<file path="src/rtl/fde_sequencer.sv">
// Multi-cycle fetch/decode/execute/writeback control unit: sequences the datapath
// enables, handles NOP/HALT opcodes, ALU stalls, fetch timeout and a retired count.
module fde_sequencer #(
    parameter logic [3:0] OP_NOP      = 4'h0,
    parameter logic [3:0] OP_HALT     = 4'hF,
    parameter int         MEM_TIMEOUT = 8,
    parameter int         COUNT_W     = 16
) (
    input  logic               i_clk,
    input  logic               i_reset,
    input  logic               i_start,
    input  logic               i_mem_ready,
    input  logic [3:0]         i_opcode,
    input  logic               i_stall,
    output logic               o_mem_req,
    output logic               o_ir_load,
    output logic               o_rf_read_en,
    output logic               o_alu_en,
    output logic               o_write_en,
    output logic               o_pc_en,
    output logic               o_busy,
    output logic               o_halted,
    output logic               o_error,
    output logic [2:0]         o_state,
    output logic [COUNT_W-1:0] o_instr_count
);

    typedef enum logic [2:0] {
        IDLE      = 3'd0,
        FETCH     = 3'd1,
        DECODE    = 3'd2,
        EXECUTE   = 3'd3,
        WRITEBACK = 3'd4,
        HALT      = 3'd5,
        ERROR     = 3'd6
    } state_t;

    localparam int WAIT_W = $clog2(MEM_TIMEOUT + 1);
    localparam logic [WAIT_W-1:0] WAIT_LAST = WAIT_W'(MEM_TIMEOUT - 1);

    state_t             state_q, state_d;
    logic [WAIT_W-1:0]  wait_q, wait_d;
    logic [COUNT_W-1:0] count_q, count_d;
    logic               retire;

    always_ff @(posedge i_clk or posedge i_reset) begin
        if (i_reset) begin
            state_q <= IDLE;
            wait_q  <= '0;
            count_q <= '0;
        end else begin
            state_q <= state_d;
            wait_q  <= wait_d;
            count_q <= count_d;
        end
    end

    // Ready on the last permitted fetch cycle still wins over the timeout.
    always_comb begin
        state_d = state_q;
        wait_d  = '0;
        retire  = 1'b0;
        case (state_q)
            IDLE: begin
                if (i_start) state_d = FETCH;
            end
            FETCH: begin
                if (i_mem_ready) begin
                    state_d = DECODE;
                end else if (wait_q == WAIT_LAST) begin
                    state_d = ERROR;
                end else begin
                    wait_d = wait_q + 1'b1;
                end
            end
            DECODE: begin
                if (i_opcode == OP_HALT) begin
                    state_d = HALT;
                    retire  = 1'b1;
                end else if (i_opcode == OP_NOP) begin
                    state_d = FETCH;
                    retire  = 1'b1;
                end else begin
                    state_d = EXECUTE;
                end
            end
            EXECUTE: begin
                if (!i_stall) state_d = WRITEBACK;
            end
            WRITEBACK: begin
                state_d = FETCH;
                retire  = 1'b1;
            end
            HALT: begin
                if (i_start) state_d = FETCH;
            end
            ERROR: begin
                state_d = ERROR;
            end
            default: begin
                state_d = IDLE;
            end
        endcase
        count_d = (retire && (count_q != '1)) ? count_q + 1'b1 : count_q;
    end

    // Resuming from HALT advances the PC past the halt instruction itself.
    always_comb begin
        o_mem_req    = 1'b0;
        o_ir_load    = 1'b0;
        o_rf_read_en = 1'b0;
        o_alu_en     = 1'b0;
        o_write_en   = 1'b0;
        o_pc_en      = 1'b0;
        o_busy       = 1'b0;
        o_halted     = 1'b0;
        o_error      = 1'b0;
        case (state_q)
            FETCH: begin
                o_mem_req = 1'b1;
                o_ir_load = i_mem_ready;
                o_busy    = 1'b1;
            end
            DECODE: begin
                o_rf_read_en = 1'b1;
                o_pc_en      = (i_opcode == OP_NOP) && (i_opcode != OP_HALT);
                o_busy       = 1'b1;
            end
            EXECUTE: begin
                o_alu_en = 1'b1;
                o_busy   = 1'b1;
            end
            WRITEBACK: begin
                o_write_en = 1'b1;
                o_pc_en    = 1'b1;
                o_busy     = 1'b1;
            end
            HALT: begin
                o_halted = 1'b1;
                o_pc_en  = i_start;
            end
            ERROR: begin
                o_error = 1'b1;
            end
            default: begin
            end
        endcase
    end

    assign o_state       = state_q;
    assign o_instr_count = count_q;

endmodule

</file>
<file path="config.mk">
export PLATFORM = sky130hd
export DESIGN_NAME = fde_sequencer
export DESIGN_NICKNAME = d
export VERILOG_FILES = /design/src/rtl/fde_sequencer.sv
export SDC_FILE = /design/constraint.sdc
export NUM_CORES = 1
export LEC_CHECK = 0
export CORE_MARGIN = 3
export CORE_UTILIZATION = 46
export CTS_BUF_LIST = sky130_fd_sc_hd__clkbuf_16
export DETAILED_ROUTE_END_ITERATION = 10
export GPL_TIMING_DRIVEN = 0
export PLACE_DENSITY = 0.78
export SLEW_MARGIN = 20
export SYNTH_ARGS = -nofsm -noshare
export SYNTH_HDL_FRONTEND = slang
export SYNTH_SLANG_ARGS = --single-unit
</file>
<file path="constraint.sdc">
create_clock -name i_clk -period 2 [get_ports i_clk]
set_input_delay 0.2 -clock i_clk [delete_from_list [all_inputs] [get_ports i_clk]]
set_output_delay 0.2 -clock i_clk [all_outputs]
set_load 0.005 [all_outputs]
</file>
-- Word level (Yosys, flattened, before mapping)
Cells that the tools add are included.
W data, S select, Z words.
- bits in registers: 23
- bits of input ports: 9
- output and inout bits: 28
- word-level logic and storage cells: 47
- add/sub/neg operators: 2
- equal/unequal tests: 13
- muxes and demuxes: 22
- reduce and logical (&&, ||, !) cells: 7
- operators with widths (operator ; count):
    $pmux W3 S6 ; 1
    $add A16 B1 Y16 const B ; 1
    $ne A16 B16 Y1 const B ; 1
    $mux W3 ; 5
    $mux W4 ; 3
    $mux W1 ; 10
    $eq A3 B3 Y1 const B ; 3
    $eq A3 B2 Y1 const B ; 2
    $add A4 B1 Y4 const B ; 1
    $eq A4 B3 Y1 const B ; 1
    $eq A4 B4 Y1 const B ; 1
    $logic_not A4 Y1 ; 1
    $ne A4 B4 Y1 const B ; 1
    $reduce_or A4 Y1 ; 1
    $eq A3 B1 Y1 const B ; 1
    $logic_not A3 Y1 ; 1
    $ne A3 B3 Y1 const B ; 1
    $pmux W1 S3 ; 1
    $reduce_and A3 Y1 ; 1
    $logic_and A1 B1 Y1 ; 2
    $mux W2 ; 1
    $ne A2 B1 Y1 const B ; 1
    $ne A2 B2 Y1 const B ; 1
    $pmux W1 S2 ; 1
    $reduce_or A2 Y1 ; 1

-- Depth between registers and ports, before layout
Gate-level depths: netlist (run 1).
- depth after elaboration: 5
- gate-level depth with buffers: 7
- mapped depth without buffers: 6

-- Worst setup path after synthesis (run 1)
Ideal clock, no wire load.
- kind: reg2reg
- start point: register state_q[0] (netlist: o_state[0])
- end point: register count_q[10] (netlist: o_instr_count[10])
- setup time: 0.124 ns
- data arrival time: 1.477 ns
- slack: 0.399 ns
- cell stages (with the launch flop): 7
- path buffers: 1
- period minus slack after synthesis: 1.601 ns
- cell sequence: dfrtp_1 -> nor3b_1 -> a21boi_2 -> a2bb2oi_2 -> buf_6 -> nand4_1 -> xnor2_1
- cells in the longest elaborated chain, start to end: 3
- elaborated cells on any way between the ends: 4
- RTL lines (what ; line ; RTL):
    start, declared ; 41 ; state_t state_q, state_d;
    start signal, assigned ; 52 ; state_q <= state_d;
    $eq A3 B3 Y1 or $eq A3 B2 Y1 (tied branches) ; 63 ; case (state_q)
    $pmux W1 S2 * ; 63 ;
    $logic_and A1 B1 Y1 * ; 104 ; count_d = (retire && (count_q != '1)) ? count_q + 1'b1 : count_q;
    end signal, assigned ; 54 ; count_q <= count_d;
    end, declared ; 43 ; logic [COUNT_W-1:0] count_q, count_d;
Mark *: on every way between the ends. The rest lies on a longest branch, timed or not.
A chain may end at the register's enable or synchronous reset.

-- Worst setup path in the final report (run 1)
- start point: input i_opcode[0]
- end point: output o_pc_en
- cells in the longest elaborated chain, start to end: 3
- elaborated cells on any way between the ends: 4
- RTL lines (what ; line ; RTL):
    start, declared ; 13 ; input logic [3:0] i_opcode,
    $ne A4 B4 Y1 or $logic_not A4 Y1 (tied branches) ; 126 ; o_pc_en = (i_opcode == OP_NOP) && (i_opcode != OP_HALT);
    $logic_and A1 B1 Y1 * ; 126 ;
    $pmux W1 S3 * ; 118 ; case (state_q)
    end, declared ; 20 ; output logic o_pc_en,
Marks and branches as above.

==> results.yml, run 1 <==
yosys:
  synth.mux.area_fraction_pct: 1.77
  synthCells: 129
  syn_area_um2: 1270
  synthAdderAreaFrac_pct: 1.97
  ys_seq_area_share_pct: 45.3
  async_reset_ff_share_pct: 100
  synth_compound_area_share_pct: 10.3
  yosys_warnings: 0
  synth_enable_flop_cells: 0
  synthXorXnorAreaFrac_pct: 11.0
  synth_top_area_share_pct: 45.3
  synth_area_leaders: "dfrtp_1, xnor2_1, nand4_1, nor2_1, a21oi_1"
  synth-simple-area-share_pct: 26.6
  synth_area_per_cell_um2: 9.84
  synth_top_family_by_area: "simple AND/OR/NAND/NOR gates"
  synth_area_leader_cell: "dfrtp_1"
  synth_nets: 140
  synth-seq-cells: 23
  synthFlopType: "dfrtp_1"
  synth.distinct_cells: 38
setup_path:
  cpPeakStageDelay_ns: 0.56
  critPathMaxFanout: 3
  crit_path_top_delay_cell: "or4_4"
  crit_chain: "clkdlybuf4s50_1 -> or4_4 -> nor2_1 -> a21oi_1 -> o21ai_1 -> clkdlybuf4s15_1"
  crit_family: "simple AND/OR/NAND/NOR gates"
  reg2reg_setup_slack_ns: 0.18
  crit_type: "in2out"
  reg2reg_depth: 6
  critical_path_buf_inv_count: 2
  worstReg2RegStart: "o_state[1]"
  cp-end-kind: "primary output"
  crit_required_ns: 1.80
  worst_setup_path_start_kind: "input port"
  r2r_end: "o_instr_count[10]"
  cp.arrival_ns: 1.71
clock_tree:
  cts_setup_buffers: 0
  clock_sinks: 23
  cts-root-buf: "clkbuf_16"
  clk_latency_ns: 0.25
  cts.clk_slew.worst_paths_ns: 0.06
  numCtsBuffers: 3
  cts_htree_levels: 1
  cts_tree: "done"
  postCtsHoldBufs: 0
  clockBufferDepth: 2
route:
  ant_nets: 0
  routed_wl_um: 2840
  via_count: 1110
  wl_per_cell_um: 14.3
  drtIter0Drc: 44
  viasPerCell: 5.61
  route.detailed.drc: 0
  first_pass_iters: 4
global_routing:
  grt_pass1_wl_um: 4870
  grt_overflow: 0
  grt_usage_pct: 18.2
  antenna_found_initial: 0
  grt_pass1_vias: 1084
  grt_max_degree: 24
floorplanning:
  die_area_um2: 3430
  die_x_um: 58.5
  rows: 18
  die_h_um: 58.5
  num_io_pins: 37
  core_area_um2: 2540
  start_util_pct: 49.9
power_and_ir_drop:
  p_leak_nw: 0.750
  power_density_nw_per_um2: 1150
  vdd.ir_drop.worst_mv: 1.02
timing:
  min_period_ns: 1.91
  slew_viol_final: 0
  slew_headroom_pct: 42.1
  fmax_mhz: 525
  setup_violations: 0
  rsz0062_at_grt: "true"
  worstMarginPinSlew_ns: 0.868
  period_share_pct: 95.3
  finClkSkew_ns: 0.00209
  hold_violations: 0
place:
  dp_hpwl_um: 2150
  post-place-cells: 195
  io_buffers: 36
  gp_congestion: 0.811
job:
  cap_violations: 0
final_layout:
  drive_gt1_share_pct: 11.3
  instances_no_fill: 198
  fin_nets: 180
  layout_commonest_cell: "clkdlybuf4s50_1"
  fin_util_pct: 68.9
  syn_to_final_growth_pct: 38.0
  mostFrequentLayoutCells: "clkdlybuf4s50_1, dfrtp_1, nor2_1"
  diodes: 0
worst_hold_path:
  hold_path_class: "in2async"
status:
  status: "complete, no violations"
## logic make-up after synthesis
logic type,count (synthesis)
adders and majority gates,2
and+or+nand+nor,60
DFF,23
AOI/OAI and AO/OA,18
muxes,2
xor gates and xnor gates,16
buffers and inverters,8
## power breakdown
part	total, mW	switching, mW	internal, mW
logic	0.910	0.383	0.527
clock network	0.426	0.157	0.269
registers	0.685	0.127	0.559
## per-stage QoR
stage / area [µm²] / power, mW / setup TNS (ns) / worst slack (ns) / hold slack (ns)
after global placement: 1670 / 1.57 / -1.39 / -0.212 / 0.455
after global routing: 1750 / 2.19 / -0.0300 / -0.0172 / 0.493
after CTS: 1750 / 2.03 / 0 / 0.0263 / 0.483
after detailed placement: 1670 / 1.60 / -1.61 / -0.253 / 0.476
after floorplan: 1270 / 1.16 / 0 / 0.399 / 0.202
final: 1750 / 2.02 / 0 / 0.0937 / 0.446
## flip-flops by register name, summed over array words and instances, names as in the netlist
| register | cells |
|---|---|
| o_instr_count | 16 |
| wait_q | 4 |
| o_state | 3 |
## synth_stat cells (all sizes together), types with 4 or more instances
| cell | count |
|---|---|
| dfrtp | 23 |
| nor2 | 15 |
| xnor2 | 13 |
| nand4 | 11 |
| a21oi | 6 |
| nand2 | 6 |
| and3 | 4 |
| inv | 4 |
| nor3 | 4 |
## area by class of cell
class	instances	area [µm²]
inverters	4	15.0
fillers	213	792
repair buffers	36	360
plain buffers	3	22.5
flip-flops and latches	23	578
multi-input cells	98	659
clock buffers	3	75.1
well taps	30	37.5
clock inverters	1	5.00
## worst max-delay path by stage
stage / start / end / slack [ns] / depth (start not counted)
6_report: i_opcode[0] / o_pc_en / 0.09 / 6
3_3_place_gp: i_opcode[0] / o_pc_en / -0.21 / 6
2_1_floorplan: o_state[0] / o_instr_count[10] / 0.40 / 6
3_5_place_dp: i_opcode[0] / o_pc_en / -0.25 / 6
4_1_cts: i_opcode[0] / o_pc_en / 0.03 / 6
5_1_grt: o_state[2] / o_halted / -0.02 / 4
## per-layer routing
metal  vias up  GRT usage, %  wire length [µm]
met2        47          30.8              1430
met3         6          2.63               190
met4         0          6.29                44
met1       518          23.9              1180
met5         -             0                 0
li1        539             -                 -
## timing repair
action / CTS / global route
gates cloned: 0 / 0
resized for setup: 4 / 4
setup endpoints to repair: 3 / 16
(Power assumes the default switching activity.)
==> run 2, diff against run 1 <==
CORE_MARGIN = 1   (was 3)
GPL_ROUTABILITY_DRIVEN = 0   (was default)
==> results.yml, run 2 (same netlist as run 1, synthesis figures left out) <==
power_and_ir_drop:
  power_density_nw_per_um2: 1150
  vdd.ir_drop.worst_mv: 0.813
  power.total_mw: 2.06
  p_leak_nw: 0.765
setup_path:
  reg2reg_setup_slack_ns: 0.17
  r2r_end: "o_instr_count[6]"
  worstReg2RegStart: "o_instr_count[0]"
  cp-end-kind: "primary output"
  critPathMaxFanout: 3
  reg2reg_depth: 6
  cp.arrival_ns: 1.76
  crit_type: "in2out"
  crit_required_ns: 1.80
  worst_setup_path_start_kind: "input port"
route:
  routed_wl_um: 2860
  wl_per_cell_um: 14.4
  first_pass_iters: 4
  viasPerCell: 5.74
  ant_nets: 0
  drtIter0Drc: 12
  route.detailed.drc: 0
  via_count: 1137
floorplanning:
  rows: 18
  die_area_um2: 2980
  die_x_um: 54.5
  start_util_pct: 49.9
  die_h_um: 54.5
  core_area_um2: 2540
  num_io_pins: 37
final_layout:
  layout_commonest_cell: "clkdlybuf4s50_1"
  diodes: 0
  mostFrequentLayoutCells: "clkdlybuf4s50_1, dfrtp_1, nor2_1"
  instances_no_fill: 198
  syn_to_final_growth_pct: 40.4
  design_area_um2: 1780
  drive_gt1_share_pct: 12.5
  fin_util_pct: 70.1
  largest_register_ffs: 16
  fin_nets: 180
clock_tree:
  clock_sinks: 23
  cts-root-buf: "clkbuf_16"
  numCtsBuffers: 3
  cts_tree: "done"
  clockBufferDepth: 2
  cts.clk_slew.worst_paths_ns: 0.06
  clk_latency_ns: 0.25
  cts_htree_levels: 1
timing:
  finClkSkew_ns: 0.00229
  min_period_ns: 1.96
  hold_violations: 0
  slew_viol_final: 0
  period_share_pct: 98.0
  fmax_mhz: 510
  setup_violations: 0
  setup_slack_ns: 0.0391
  holdWs_ns: 0.422
  setup_tns_ns: 0
  slew_headroom_pct: 43.5
  worstMarginPinSlew_ns: 0.846
global_routing:
  grt_usage_pct: 21.8
  grt_overflow: 0
  grt_pass1_vias: 1059
  antenna_found_initial: 0
  grt_max_degree: 24
  grt_pass1_wl_um: 4690
worst_hold_path:
  hold_path_class: "in2async"
place:
  place_area_um2: 1670
  dp_hpwl_um: 2090
  post-place-cells: 195
  dp_slack_ns: -0.218
  io_buffers: 36
job:
  cap_violations: 0
status:
  status: "complete, no violations"
run 2: cell count changes in the layout (fill, tap and decap cells not counted), sizes merged:
| cell | change |
|---|---|
| inv | +1 |
| clkdlybuf4s15 | -1 |
| clkinv | -1 |
| clkbuf | +2 |
| dlygate4sd2 | +1 |
| buf | -2 |
run 2: area by class of cell:
cell class              instances  area [µm²]
fillers                       199         762
multi-input cells              98         691
flip-flops and latches         23         578
repair buffers                 36         359
clock buffers                   3        75.1
well taps                      30        37.5
plain buffers                   3        23.8
inverters                       4        15.0
clock inverters                 1        3.75
run 2: worst max-delay path by stage:
stage / start / cells after the start / slack [ns] / end
floorplan: o_state[0] / 6 / 0.40 / o_instr_count[10]
global placement: i_opcode[0] / 6 / -0.21 / o_pc_en
detailed placement: i_opcode[0] / 6 / -0.22 / o_pc_en
CTS: o_state[2] / 4 / 0.005 / o_halted
global route: i_opcode[0] / 6 / -0.01 / o_pc_en
finish: i_opcode[0] / 6 / 0.04 / o_pc_en
run 2: layer usage:
layer  global-route usage [%]  wire length [µm]  up-vias
li1                         -                 -      543
met1                     27.3              1190      547
met2                     38.8              1480       43
met3                     2.78               153        4
met4                     6.84                31        0
met5                        0                 0        -
run 2: repair_timing:
| action | CTS | global route |
|---|---|---|
| pin swaps | 0 | 0 |
| hold buffers | 0 | 0 |
| hold endpoints to repair | 0 | 0 |
| setup buffers | 0 | 0 |
| setup endpoints to repair | 4 | 15 |
| gates resized for setup | 3 | 9 |
run 2: power breakdown:
group          internal, mW  switching [mW]
Combinational         0.550           0.396
Sequential            0.559           0.139
Clock                 0.266           0.149
Total                  1.37           0.685
run 2: worst max-delay path: stages:
cell             delay, ns
clkdlybuf4s50_1       0.42
or4_4                 0.58
nor2_1                0.12
a21oi_1               0.07
o21ai_0               0.14
dlygate4sd2_1         0.25
==> variant 1 (settings of run 2) <==
The parameter `COUNT_W` goes from 16 to 18.
--- a/src/rtl/fde_sequencer.sv
+++ b/src/rtl/fde_sequencer.sv
@@ -4,7 +4,7 @@
     parameter logic [3:0] OP_NOP      = 4'h0,
     parameter logic [3:0] OP_HALT     = 4'hF,
     parameter int         MEM_TIMEOUT = 8,
-    parameter int         COUNT_W     = 16
+    parameter int         COUNT_W     = 18
 ) (
     input  logic               i_clk,
     input  logic               i_reset,
Interface: changed (resized o_instr_count); port bits go from 37 to 39. No check against the original RTL was run, so the function may have changed too.
==> variant 1 against run 2 <==
- clock power increased by 7.5%
- critical path depth decreased by 1
- area after synthesis increased by 7.6%
- highest routed layer unchanged
- register-to-register slack got worse by 0.05 ns
- setup slack improved by 0.033 ns
- power increased by 2.7%
- first-iteration DRC count increased to 3.7 times the old value
- routed wire length increased by 4.7%
- largest cell class unchanged
- sequential power decreased by 2%
- cell area increased by 5.8%
- critical path type is now reg -> out
- via count increased by 3.5%
- synthesized cell count increased by 7.0%
- sequential cell count increased by 2
==> variant 1: results (changes against run 2) <==
synthesis:
  yosys.cell_types.count: 34  # -11%
  synth_cells: 138  # +7.0%
  synth_ff_type: "dfrtp_1"
  async_flop_share: 1.00  # unchanged
  synthTopCellsByCount: "dfrtp_1, xnor2_1, nand2_1, nor2_1"
  yosysSeqAreaShare: 0.458  # +0.00467
  syn_nets: 149  # +6.4%
  ys.warnings.count: 0  # unchanged
  yosys-top-cells-area: "dfrtp_1, xnor2_1, nand4_1"
setup_path:
  ff2ff_path_depth: 6  # unchanged
  cp.arrival_ns: 1.73  # -0.03 ns
  critPathMaxFanout: 10  # +7
  cpMaxStageDelayCell: "clkdlybuf4s50_1"
  max_stage_delay_ns: 0.51  # -0.07 ns
route:
  vias: 1177  # +3.5%
  avgRoutedWirePerCell_um: 14.2  # -1.8%
  drt_iter0_drc: 44  # +32
  viasPerCell: 5.58  # -2.9%
  drt_first_pass_iters: 4  # unchanged
  remaining_drc_errors: 0  # unchanged
sta:
  skew_ns: 0.00519  # +0.00290 ns
  relSlewSlack: 0.376  # -0.0591
cts:
  numCtsBuffers: 3  # unchanged
  root_buffer: "clkbuf_16"
  clock_latency_ns: 0.26
  clock_path_buffers: 2  # unchanged
  clkTransAtPathRegs_ns: 0.07
  htreeDepth: 1  # unchanged
global_route:
  grt_pass1_wl_um: 4980  # +6.3%
  grt_usage: 0.202  # -0.0160
  grt_max_degree: 26  # +8.3%
  first_global_vias: 1109  # +4.7%
  antenna_found_initial: 0  # unchanged
layout:
  largest_register_ffs: 18  # +2
  fin_nets: 192  # +6.7%
  drive_above_1_share: 0.100  # -0.0250
  antenna_cells: 0  # unchanged
placed_design:
  port-buffer-count: 38  # +5.6%
  pre_cts_ws_ns: -0.214  # +0.00370 ns
  place_area_mm2: 0.00179  # +7.1%
  dp_hpwl_um: 2140  # +2.4%
  place_inst: 207  # +6.2%
pwr:
  irDropWorstVdd_uv: 816  # +0.39%
  leakage_nw: 0.829  # +8.4%
hold_path:
  timing.hold.worst.class: "in -> async"
run_status:
  status: "completed"
-- variant 1: cell count changes in the layout (fill, tap and decap cells not counted), sizes merged, moves of 3 or more --
cell   before  now
xnor2      13   17
buf         1    4
nor3        4    1
nor2       15   11
and2        3    8
nand2       6   11
and3        4    7
o22ai       0    3
nand3       3   10
a21oi       6    2
-- variant 1: report_power, final --
part	switching (mW)	total, mW	internal (mW)	leakage (nW)
Sequential	0.0902	0.683	0.593	0.330
Combinational	0.445	0.985	0.540	0.462
Clock	0.175	0.447	0.271	0.0371
Total	0.711	2.11	1.40	0.829
-- variant 1: repair_timing --
action | in CTS | in global routing
setup endpoints to repair | 11 | 14
pin swaps | 0 | 1
setup buffers | 0 | 0
cloned | 0 | 0
endpoints found under the hold margin | 0 | 0
gates resized for setup | 2 | 8
-- variant 1: final timing paths --
| path | startpoint | to | slack [ns] |
|---|---|---|---|
| max reg2reg | o_instr_count[0] | o_instr_count[16] | 0.12 |
| min reg2reg | wait_q[0] | wait_q[0] | 0.48 |
| min in group i_clk | wait_q[0] | wait_q[0] | 0.48 |
| min | i_reset | o_instr_count[13] | 0.45 |
| max in group asynchronous | i_reset | o_instr_count[5] | 0.98 |
| max | o_state[0] | o_error | 0.07 |
-- variant 1: worst max-delay path: cells and delay by family, from the launching register on --
family                 cells  cell delay, ns
buffers and inverters      3            0.83
flip-flops                 1            0.42
AND/OR/NAND/NOR            2            0.23
-- variant 1: per-stage QoR --
stage / power, mW / hold WS, ns
6_report: 2.11 / 0.451
5_1_grt: 2.25 / 0.518
4_1_cts: 2.11 / 0.484
3_5_place_dp: 1.65 / 0.462
3_3_place_gp: 1.63 / 0.454
2_1_floorplan: 1.22 / 0.227
-- variant 1: cell type report --
type	count	area (um^2)
multi-input cells	102	698
fillers	222	896
inverters	6	22.5
flip-flops and latches	25	626
plain buffers	5	38.8
clock buffers	3	75.1
repair buffers	38	379
clock inverters	1	7.51
well taps	31	38.8
-- variant 1: layer usage --
metal / up-vias / part of all wire / wire, um / track usage
met5: - / 0 / 0 / 0
met4: 0 / 0.012 / 36 / 0.101
met3: 2 / 0.036 / 109 / 0.0300
met2: 30 / 0.49 / 1460 / 0.318
met1: 575 / 0.46 / 1390 / 0.272
li1: 570 / - / - / -
-- variant 1: logic make-up after synthesis --
kind of cell | share of synthesized area
AO/OA/AOI/OAI | 0.0568
XOR/XNOR | 0.115
adder cells (fa/ha/maj) | 0.0183
buffers and inverters | 0.0421
flip-flops | 0.458
multiplexers | 0.0266
AND/OR/NAND/NOR | 0.283
==> variant 2 (flow settings as in run 2) <==
Made on the original files. Make the reset (`i_reset`) synchronous in one clocked block.
--- a/src/rtl/fde_sequencer.sv
+++ b/src/rtl/fde_sequencer.sv
@@ -43,7 +43,7 @@
     logic [COUNT_W-1:0] count_q, count_d;
     logic               retire;
 
-    always_ff @(posedge i_clk or posedge i_reset) begin
+    always_ff @(posedge i_clk) begin
         if (i_reset) begin
             state_q <= IDLE;
             wait_q  <= '0;
Function: differs if i_reset is asserted again (counterexample within 4 cycles, from zero or initial values and one cycle with i_reset high); with i_reset held inactive, the same outputs for 10 cycles.
==> variant 2 against run 2 <==
- die area grew 4.5%
- worst hold slack gained 0.024 ns
- largest cell class unchanged
- cell area grew 5.1%
- area after synthesis grew 4.7%
- setup slack lost 0.0085 ns
- routed wire length grew 17%
- sequential share of layout area shrank 6.9 points
- sequential cell count is the same
Power is not compared: it rests on default switching activity, and its combinational part moved more than twofold at a synthesized area within 25%.
==> variant 2: results (changes against run 2) <==
run_status:
  status: "completed"
pwr:
  leakage_nw: 0.632
  irDropWorstVdd_uv: 482
  pg_seq_mw: 0.475
  p_clk_mw: 0.429
synthesis:
  syn_nets: 169  # +21%
  synthMuxAreaShare: 0.0235  # +0.00578
  synth_xor_area_frac: 0.0461  # -0.0642
  synth_ff_type: "dfxtp_1"
  synth_compound_area_frac: 0.193  # +0.0894
  yosysSeqAreaShare: 0.346  # -0.107
  async_flop_share: 0  # -1.00
  yosys-top-cells-area: "dfxtp_1, o21ai_0, or3_2"
  synthTopCellsByCount: "dfxtp_1, nor2_1, o21ai_0, a21oi_1, nand3_1"
  yosys.cell_types.count: 47  # +24%
  synth_fa_ha_area_frac: 0.0188  # -0.000890
layout:
  n_all_buffers: 46  # +18%
  num-multi-input-gates: 121  # +23%
  bufAreaShareNonClock: 0.238  # +0.0236
  n_all_inverters: 6  # +2
  sh_seq_area: 0.255  # -0.0692
  nFillCells: 232  # +17%
  multi_input_area_um2: 806  # +17%
  fin_nets: 212  # +18%
  drive_above_1_share: 0.225  # +0.100
  area_share_clock_buf_inv: 0.0421  # -0.00215
global_route:
  grt_usage: 0.222  # +0.00346
  globalRouteMet2Util: 0.391  # +0.00249
  first_global_vias: 1276  # +20%
  globalRouteMet1Util: 0.251  # -0.0220
  use_met3: 0.0442  # +0.0164
  grt_max_degree: 13  # -46%
  grt_pass1_wl_um: 5530  # +18%
sta:
  skew_ns: 0.00259  # +0.000297 ns
  worstMarginPinSlew_ns: 0.620  # -0.226 ns
setup_path:
  critPathMaxFanout: 10  # +7
  cp.arrival_ns: 1.77
  ff2ff_path_depth: 8  # +2
route:
  vias: 1378  # +21%
  drt_iter0_drc: 74  # +62
  drt-total-wl_um: 3350  # +17%
placed_design:
  port-buffer-count: 36  # unchanged
  dp_hpwl_um: 2450  # +17%
cts:
  root_buffer: "clkbuf_16"
  clkTransAtPathRegs_ns: 0.06  # about the same
  clock_latency_ns: 0.26
hold_path:
  timing.hold.worst.class: "reg -> reg"
[variant 2: cell types whose count changed after synthesis, moves of 3 or more]
cell,before,now
nand3_1,3,12
a21oi_1,6,13
dfrtp_1,23,0
dfxtp_1,0,23
o21ai_0,3,14
xnor2_1,13,4
a2111oi_0,0,3
or3_2,0,9
nand4_1,11,2
[variant 2: worst max-delay path, stage by stage, from the launching register on]
cell and delay [ns]:
dfxtp_4 0.39, buf_8 0.14, clkinvlp_4 0.14, nor3_2 0.20, and2_1 0.14, clkdlybuf4s50_1 0.49
[variant 2: through the flow]
step           total power [mW]  instance area (um^2)  setup WS, ns  hold slack [ns]  std cells
2_1_floorplan             0.562                  1330        0.0283            0.382        158
3_3_place_gp              0.629                  1730        -0.200            0.429        225
3_5_place_dp              0.633                  1730        -0.219            0.444        225
4_1_cts                    1.06                  1830      0.000278            0.452        228
5_1_grt                    1.12                  1870       -0.0443            0.488        231
6_report                   1.07                  1870        0.0306            0.445        231
[variant 2: cells by family after synthesis]
group / Yosys count
xor gates and xnor gates: 7
AOI/OAI and AO/OA: 42
buffers and inverters: 14
adders and majority gates: 2
DFF: 23
and+or+nand+nor: 67
muxes: 3
[variant 2: repair_timing]
item                                    in CTS  in global routing
pin swaps                                    1                  2
endpoints found under the setup margin      16                 13
hold buffers                                 0                  0
buffers inserted                             0                  3
gates resized for setup                      6                 13
[variant 2: final timing paths]
kind	start	slack, ns	end
worst min register to register	wait_q[0]	0.45	wait_q[0]
worst max register to register	o_instr_count[1]	0.08	o_instr_count[1]
worst max-delay path	o_state[0]	0.03	o_ir_load
worst min-delay path	wait_q[0]	0.45	wait_q[0]
[variant 2: routing by layer]
metal | up-vias | part of all wire
met4 | 0 | 0.021
li1 | 670 | -
met5 | - | 0
met2 | 52 | 0.50
met3 | 9 | 0.052
met1 | 647 | 0.42
